## config.mk

```make
export PLATFORM = sky130hd
export DESIGN_NAME = clb_config_loader_flat
export DESIGN_NICKNAME = d
export VERILOG_FILES = /design/src/rtl/clb_cfg_pkg.sv /design/src/rtl/clb_config_loader_if.sv /design/src/rtl/clb_cfg_shift.sv /design/src/rtl/clb_config_loader.sv /design/src/flat_wrapper.sv
export SDC_FILE = /design/constraint.sdc
export NUM_CORES = 1
export LEC_CHECK = 0
export CAP_MARGIN = 20
export CORE_MARGIN = 1.5
export CORE_UTILIZATION = 51
export CTS_CLUSTER_DIAMETER = 50
export DETAILED_ROUTE_END_ITERATION = 8
export HOLD_SLACK_MARGIN = 0.08
export PLACE_DENSITY_LB_ADDON = 0.1
export SLEW_MARGIN = 20
export SYNTH_ARGS = -nofsm -noshare
export SYNTH_HDL_FRONTEND = slang
export SYNTH_SLANG_ARGS = --single-unit
```

## constraint.sdc

```tcl
create_clock -name K -period 2.15 [get_ports K]
set_input_delay 0.43 -clock K [delete_from_list [all_inputs] [get_ports K]]
set_output_delay 0.43 -clock K [all_outputs]
set_load 0.01 [all_outputs]
```

## src/rtl/clb_cfg_pkg.sv

```systemverilog
// clb_cfg_pkg: shared constants, CFG field layout and loader state encoding
// for the CLB configuration loader.
package clb_cfg_pkg;
   localparam int FRAME_BITS = 37;
   localparam logic [3:0] PREAMBLE = 4'b0010;
   localparam int LEN_BITS = 8;
   localparam int POST_BITS = 4;
   localparam int MUX_LSB = 27;
   localparam int MUX_W = 10;
   localparam int LUT_LSB = 11;
   localparam int LUT_W = 16;
   localparam int COMB_LSB = 9;
   localparam int COMB_W = 2;
   localparam int O2M_LSB = 3;
   localparam int O2M_W = 6;
   localparam int DQ_LSB = 1;
   localparam int DQ_W = 2;
   localparam int FL_LSB = 0;

   typedef enum logic [2:0] {
      ST_SYNC,
      ST_LEN,
      ST_FRAME,
      ST_POST,
      ST_DONE,
      ST_ERROR
   } state_e;

   function automatic logic [FRAME_BITS-1:0] pack_cfg(
      input logic [MUX_W-1:0] mux,
      input logic [LUT_W-1:0] lut,
      input logic [COMB_W-1:0] comb,
      input logic [O2M_W-1:0] o2m,
      input logic [DQ_W-1:0] dq,
      input logic fl
   );
      logic [FRAME_BITS-1:0] w;
      w = '0;
      w[MUX_LSB +: MUX_W] = mux;
      w[LUT_LSB +: LUT_W] = lut;
      w[COMB_LSB +: COMB_W] = comb;
      w[O2M_LSB +: O2M_W] = o2m;
      w[DQ_LSB +: DQ_W] = dq;
      w[FL_LSB] = fl;
      return w;
   endfunction
endpackage

```

## src/rtl/clb_config_loader_if.sv

```systemverilog
// clb_config_loader_if: serial bitstream input and CLB write port of the loader.
interface clb_config_loader_if #(parameter int ADDR_W = 4) ();
   logic PROG;
   logic DIN;
   logic DIN_VALID;
   logic [36:0] CFG;
   logic [ADDR_W-1:0] CFG_ADDR;
   logic CFG_WE;
   logic BUSY;
   logic DONE;
   logic ERR;

   modport master (
      output PROG, DIN, DIN_VALID,
      input CFG, CFG_ADDR, CFG_WE, BUSY, DONE, ERR
   );

   modport slave (
      input PROG, DIN, DIN_VALID,
      output CFG, CFG_ADDR, CFG_WE, BUSY, DONE, ERR
   );
endinterface

```

## src/rtl/clb_cfg_shift.sv

```systemverilog
// clb_cfg_shift: frame shift register with running parity and bit counter;
// flags the parity bit of each frame and whether even parity held.
module clb_cfg_shift
   import clb_cfg_pkg::*;
(
   input  logic K,
   input  logic RST_N,
   input  logic clr,
   input  logic en,
   input  logic din,
   output logic [FRAME_BITS-1:0] data,
   output logic frame_full,
   output logic parity_ok
);
   logic [FRAME_BITS-1:0] sr_q, sr_d;
   logic [5:0] cnt_q, cnt_d;
   logic par_q, par_d;

   // the 38th bit is parity and is never shifted in; data holds the 37 payload bits
   assign frame_full = en && cnt_q == 6'(FRAME_BITS);
   assign parity_ok = ~(par_q ^ din);
   assign data = sr_q;

   always_comb begin
      sr_d = sr_q;
      cnt_d = cnt_q;
      par_d = par_q;
      if (clr || frame_full) begin
         cnt_d = '0;
         par_d = 1'b0;
      end else if (en) begin
         sr_d = {sr_q[FRAME_BITS-2:0], din};
         cnt_d = cnt_q + 6'd1;
         par_d = par_q ^ din;
      end
   end

   always_ff @(posedge K or negedge RST_N) begin
      if (!RST_N) begin
         sr_q <= '0;
         cnt_q <= '0;
         par_q <= 1'b0;
      end else begin
         sr_q <= sr_d;
         cnt_q <= cnt_d;
         par_q <= par_d;
      end
   end
endmodule

```

## src/rtl/clb_config_loader.sv

```systemverilog
// clb_config_loader: parses preamble, length, parity-protected frames and
// postamble from a serial stream and writes each frame to its CLB.
module clb_config_loader
   import clb_cfg_pkg::*;
#(
   parameter int NUM_CLB = 16,
   parameter int ADDR_W = 4
) (
   input logic K,
   input logic RST_N,
   clb_config_loader_if.slave bus
);
   state_e state_q, state_d;
   logic [3:0] win_q, win_d;
   logic [2:0] cnt_q, cnt_d;
   logic [7:0] len_q, len_d;
   logic [ADDR_W-1:0] idx_q, idx_d;
   logic [ADDR_W-1:0] addr_q, addr_d;
   logic [FRAME_BITS-1:0] cfg_q, cfg_d;
   logic we_q, we_d;
   logic busy_q, busy_d;
   logic done_q, done_d;
   logic err_q, err_d;
   logic v;
   logic sh_clr;
   logic sh_en;
   logic [FRAME_BITS-1:0] sh_data;
   logic frame_full;
   logic parity_ok;

   // PROG beats a coincident valid bit, which is then dropped
   assign v = bus.DIN_VALID && !bus.PROG;
   assign sh_en = v && state_q == ST_FRAME;
   assign sh_clr = bus.PROG || state_q != ST_FRAME;

   clb_cfg_shift u_shift (
      .K(K),
      .RST_N(RST_N),
      .clr(sh_clr),
      .en(sh_en),
      .din(bus.DIN),
      .data(sh_data),
      .frame_full(frame_full),
      .parity_ok(parity_ok)
   );

   always_comb begin
      state_d = state_q;
      win_d = win_q;
      cnt_d = cnt_q;
      len_d = len_q;
      idx_d = idx_q;
      addr_d = addr_q;
      cfg_d = cfg_q;
      we_d = 1'b0;
      busy_d = busy_q;
      done_d = done_q;
      err_d = err_q;
      if (bus.PROG) begin
         state_d = ST_SYNC;
         win_d = 4'hF;
         cnt_d = '0;
         busy_d = 1'b0;
         done_d = 1'b0;
         err_d = 1'b0;
      end else if (v) begin
         case (state_q)
            ST_SYNC: begin
               win_d = {win_q[2:0], bus.DIN};
               busy_d = busy_q | ~bus.DIN;
               if (win_d == PREAMBLE) begin
                  state_d = ST_LEN;
                  cnt_d = '0;
               end
            end
            ST_LEN: begin
               len_d = {len_q[6:0], bus.DIN};
               cnt_d = cnt_q + 3'd1;
               if (cnt_q == 3'(LEN_BITS - 1)) begin
                  cnt_d = '0;
                  idx_d = '0;
                  state_d = (len_d == 8'd0 || len_d > 8'(NUM_CLB)) ? ST_ERROR : ST_FRAME;
               end
            end
            ST_FRAME: begin
               if (frame_full && parity_ok) begin
                  cfg_d = sh_data;
                  addr_d = idx_q;
                  we_d = 1'b1;
                  if (8'(idx_q) == len_q - 8'd1) begin
                     state_d = ST_POST;
                     cnt_d = '0;
                  end else begin
                     idx_d = idx_q + 1'b1;
                  end
               end else if (frame_full) begin
                  state_d = ST_ERROR;
               end
            end
            ST_POST: begin
               cnt_d = cnt_q + 3'd1;
               if (!bus.DIN) begin
                  state_d = ST_ERROR;
               end else if (cnt_q == 3'(POST_BITS - 1)) begin
                  state_d = ST_DONE;
               end
            end
            default: ;
         endcase
         if (state_d == ST_ERROR && state_q != ST_ERROR) begin
            err_d = 1'b1;
            busy_d = 1'b0;
         end
         if (state_d == ST_DONE && state_q != ST_DONE) begin
            done_d = 1'b1;
            busy_d = 1'b0;
         end
      end
   end

   always_ff @(posedge K or negedge RST_N) begin
      if (!RST_N) begin
         state_q <= ST_SYNC;
         win_q <= 4'hF;
         cnt_q <= '0;
         len_q <= '0;
         idx_q <= '0;
         addr_q <= '0;
         cfg_q <= '0;
         we_q <= 1'b0;
         busy_q <= 1'b0;
         done_q <= 1'b0;
         err_q <= 1'b0;
      end else begin
         state_q <= state_d;
         win_q <= win_d;
         cnt_q <= cnt_d;
         len_q <= len_d;
         idx_q <= idx_d;
         addr_q <= addr_d;
         cfg_q <= cfg_d;
         we_q <= we_d;
         busy_q <= busy_d;
         done_q <= done_d;
         err_q <= err_d;
      end
   end

   assign bus.CFG = cfg_q;
   assign bus.CFG_ADDR = addr_q;
   assign bus.CFG_WE = we_q;
   assign bus.BUSY = busy_q;
   assign bus.DONE = done_q;
   assign bus.ERR = err_q;
endmodule

```

## src/flat_wrapper.sv

```systemverilog
// flat-port wrapper written by rule: the top's interface ports become plain ports
module clb_config_loader_flat import clb_cfg_pkg::*;
#(
   parameter int NUM_CLB = 16,
   parameter int ADDR_W = 4
)
  (K, RST_N, bus_PROG, bus_DIN, bus_DIN_VALID, bus_CFG, bus_CFG_ADDR, bus_CFG_WE, bus_BUSY, bus_DONE, bus_ERR);
  clb_config_loader_if #(.ADDR_W(ADDR_W)) bus_i ();
  input logic K;
  input logic RST_N;
  input wire logic [$bits(bus_i.PROG)-1:0] bus_PROG;
  input wire logic [$bits(bus_i.DIN)-1:0] bus_DIN;
  input wire logic [$bits(bus_i.DIN_VALID)-1:0] bus_DIN_VALID;
  output wire logic [$bits(bus_i.CFG)-1:0] bus_CFG;
  output wire logic [$bits(bus_i.CFG_ADDR)-1:0] bus_CFG_ADDR;
  output wire logic [$bits(bus_i.CFG_WE)-1:0] bus_CFG_WE;
  output wire logic [$bits(bus_i.BUSY)-1:0] bus_BUSY;
  output wire logic [$bits(bus_i.DONE)-1:0] bus_DONE;
  output wire logic [$bits(bus_i.ERR)-1:0] bus_ERR;
  assign bus_i.PROG = bus_PROG;
  assign bus_i.DIN = bus_DIN;
  assign bus_i.DIN_VALID = bus_DIN_VALID;
  assign bus_CFG = bus_i.CFG;
  assign bus_CFG_ADDR = bus_i.CFG_ADDR;
  assign bus_CFG_WE = bus_i.CFG_WE;
  assign bus_BUSY = bus_i.BUSY;
  assign bus_DONE = bus_i.DONE;
  assign bus_ERR = bus_i.ERR;
  clb_config_loader #(.NUM_CLB(NUM_CLB), .ADDR_W(ADDR_W)) u_core (.K(K), .RST_N(RST_N), .bus(bus_i));
endmodule
```

==> impl_metrics.json <==
{
  "crit_type": "reg -> reg",
  "wl_mm": 9.33,
  "nets": 530,
  "async_reset_ff_share_pct": 100,
  "crit_path_max_incr_delay_ns": 0.43,
  "maxCapViolations": 0,
  "num_rows": 35,
  "cp.arrival_ns": 2.49,
  "cp-start-kind": "register",
  "finalSetupViolCount": 2,
  "end_kind": "register",
  "power.leakage_uw": 0.00292,
  "timing.final.crit_period_ns": 2.20,
  "cts_buffer_depth": 2,
  "antenna_found_initial": 0,
  "clock_skew_ns": 0.0183,
  "slew_viol_final": 0,
  "synth_flop_cell": "dfrtp_1",
  "cts-root-buf": "clkbuf_8",
  "cts-htree-levels": 3,
  "cts_made_buffers": 9,
  "synth_area_um2": 4760,
  "max_slew_margin_pct": 70.4,
  "yosysSeqAreaShare_pct": 57.9,
  "syn2layout_area_growth_pct": 23.1,
  "required_ns": 2.44,
  "grtUsageTotal_pct": 20.4,
  "rsz0062_at_grt": "yes",
  "cts.sinks": 110,
  "synth_seq_cells": 110,
  "synth_nets": 455,
  "grt_max_degree": 43,
  "crit_cells": 8,
  "holdPathStages": 2,
  "start_util_pct": 52.0,
  "yosys_warnings": 0,
  "place_congestion": 0.854,
  "route.vias.total": 3339,
  "ioPinCount": 50,
  "synth_edf_count": 0,
  "syn_inst": 443,
  "preCtsSetupSlack_ns": -0.191,
  "status": "finished, violations left",
  "clk-insertion-delay-late_ns": 0.37,
  "setup_ws_ns": -0.0464,
  "tightest_slew_ns": 0.440,
  "crit_fanout": 7,
  "drive_gt1_share_pct": 22.2,
  "route.detailed.drc": 0,
  "firstDrtPassIters": 4,
  "grt_pass1_vias": 3354,
  "cpLargestDelayFamily": "simple AND/OR/NAND/NOR gates",
  "vdd_drop_max_v": 0.000333,
  "worstPathCellList": "inv_2 > ha_4 > xnor2_1 > or4_4 > nor4_4 > a21oi_2 > a41o_1 > a31oi_1",
  "hold_path.class": "reg -> reg",
  "violations": "negative setup slack",
  "avgSynthCellArea_um2": 10.7,
  "cts_tree": "yes",
  "fmax_mhz": 455,
  "dieArea_um2": 9920,
  "cp_slowest_cell": "dfrtp_1",
  "coreArea_um2": 9150,
  "report.final.hold_viol_count": 0,
  "hpwl_mm": 6.05,
  "die_width_um": 99.6,
  "wl_per_cell_um": 14.7,
  "reg2regPathDepth": 8,
  "clk_pin_slew_ns": 0.10,
  "io_buffer_count": 49,
  "power.total_uw": 4050,
  "die_h_um": 99.6,
  "drtIter0Drc": 155,
  "grt_pass1_wl_mm": 16.0,
  "fin_crit_sh_pct": 102,
  "grt_overflow": 0,
  "antenna_left": 0,
  "power.density_nw_per_um2": 692,
  "synth_cell_type_count": 53,
  "via_per_inst": 5.27,
  "cp_num_buf_inv": 1,
  "antenna_cells": 0
}
metrics by stage:
stage,util [%],std cells,instance area [um^2],setup TNS [ns],hold slack [ns]
finish,64.0,634,5860,-0.0617,0.478
global route,64.0,634,5860,-0.357,0.511
floorplan,-,443,4760,0,0.134
CTS,63.6,633,5820,-0.108,0.482
global placement,61.3,616,5610,-0.676,0.389
detailed placement,61.3,616,5610,-0.841,0.396
layer usage:
layer  global-route usage, %  part of all wire [%]
met3                    4.50                   2.8
met5                       0                     0
met2                    32.5                    47
met4                    7.37                   1.7
met1                    27.8                    48
synthesized netlist by cell type (3+ instances only):
master | n | area, um^2
clkbuf_1 | 20 | 75.1
nor2_1 | 10 | 37.5
inv_1 | 7 | 26.3
xnor2_1 | 5 | 43.8
nor3_1 | 4 | 20.0
mux2_2 | 44 | 495
xor2_1 | 5 | 43.8
o21ai_0 | 7 | 35.0
or3_1 | 4 | 25.0
dfrtp_1 | 107 | 2680
nor4_1 | 3 | 18.8
a31oi_1 | 4 | 25.0
o21ai_1 | 4 | 20.0
nor2b_1 | 8 | 50.1
o22ai_1 | 3 | 18.8
nand3_1 | 6 | 30.0
dfstp_2 | 3 | 78.8
nand2b_1 | 9 | 56.3
a21oi_1 | 5 | 25.0
ha_1 | 7 | 87.6
nand2_1 | 136 | 510
and3_1 | 3 | 18.8
state kept, by name, summed over array words and instances, names as in the netlist:
name                  cells
u_core.bus.BUSY           1
u_core.bus.CFG           37
u_core.bus.CFG_ADDR       4
u_core.bus.CFG_WE         1
u_core.bus.DONE           1
u_core.bus.ERR            1
u_core.cnt_q              3
u_core.idx_q              4
u_core.len_q              8
u_core.state_q            3
u_core.u_shift.cnt_q      6
u_core.u_shift.data      37
u_core.u_shift.par_q      1
u_core.win_q              3
cells by family after synthesis:
| group | synth area share, % |
|---|---|
| compound gates | 6.31 |
| xor+xnor | 1.84 |
| fa+ha+maj | 1.84 |
| buf+inv | 2.39 |
| flops | 57.9 |
| mux | 10.6 |
| simple gates | 19.1 |
final cells by class:
type                       instances  area, um^2
fill                             761        3290
sequential                       110        2760
clock buffer                      11         131
clock inverter                     5        67.6
inverter                           8        30.0
tap                              111         139
timing repair buffer              86         810
multi-input combinational        303        1930
layout by cell type, fill, tap and decap left out, drive strengths merged, types with 5 or more instances in the layout:
cell type,Yosys,layout
a21oi,6,6
buf,1,37
clkbuf,21,11
clkdlybuf4s50,0,48
dfrtp,107,107
ha,7,7
inv,7,8
mux2,44,44
nand2,136,136
nand2b,9,9
nand3,6,6
nor2,10,10
nor2b,8,8
nor3,5,5
o21ai,11,11
xnor2,5,5
xor2,5,5
worst paths after layout:
check / slack [ns] / start / endpoint
max: -0.05 / u_core.len_q[0]$_DFFE_PN0P_ / u_core.idx_q[3]$_DFFE_PN0P_
min: 0.48 / u_core.bus.CFG[2]$_DFFE_PN0P_ / u_core.bus.CFG[2]$_DFFE_PN0P_
max reg2reg: -0.05 / u_core.len_q[0]$_DFFE_PN0P_ / u_core.idx_q[3]$_DFFE_PN0P_
min reg2reg: 0.48 / u_core.bus.CFG[2]$_DFFE_PN0P_ / u_core.bus.CFG[2]$_DFFE_PN0P_
max in group asynchronous: 1.03 / RST_N / u_core.u_shift.data[25]$_DFFE_PN0P_
min in group asynchronous: 0.52 / RST_N / u_core.state_q[1]$_DFFE_PN0P_
report_power, final:
part | total (uW) | switching (uW) | internal, uW
logic | 573 | 282 | 291
clock network | 1270 | 715 | 555
registers | 2210 | 78.6 | 2130
timing repair:
item                                    CTS  global route
setup buffers                             0             1
hold buffers                              1             0
endpoints found under the hold margin    24             0
resized for setup                         1             7
endpoints found under the setup margin    4            11
worst reg2reg max path, cell delays in order, from the launching register on:
cell	delay [ns]
dfrtp_1	0.43
inv_2	0.10
ha_4	0.21
xnor2_1	0.12
or4_4	0.43
nor4_4	0.23
a21oi_2	0.17
a41o_1	0.29
a31oi_1	0.16
No activity file was read; power rests on OpenSTA's default activity.
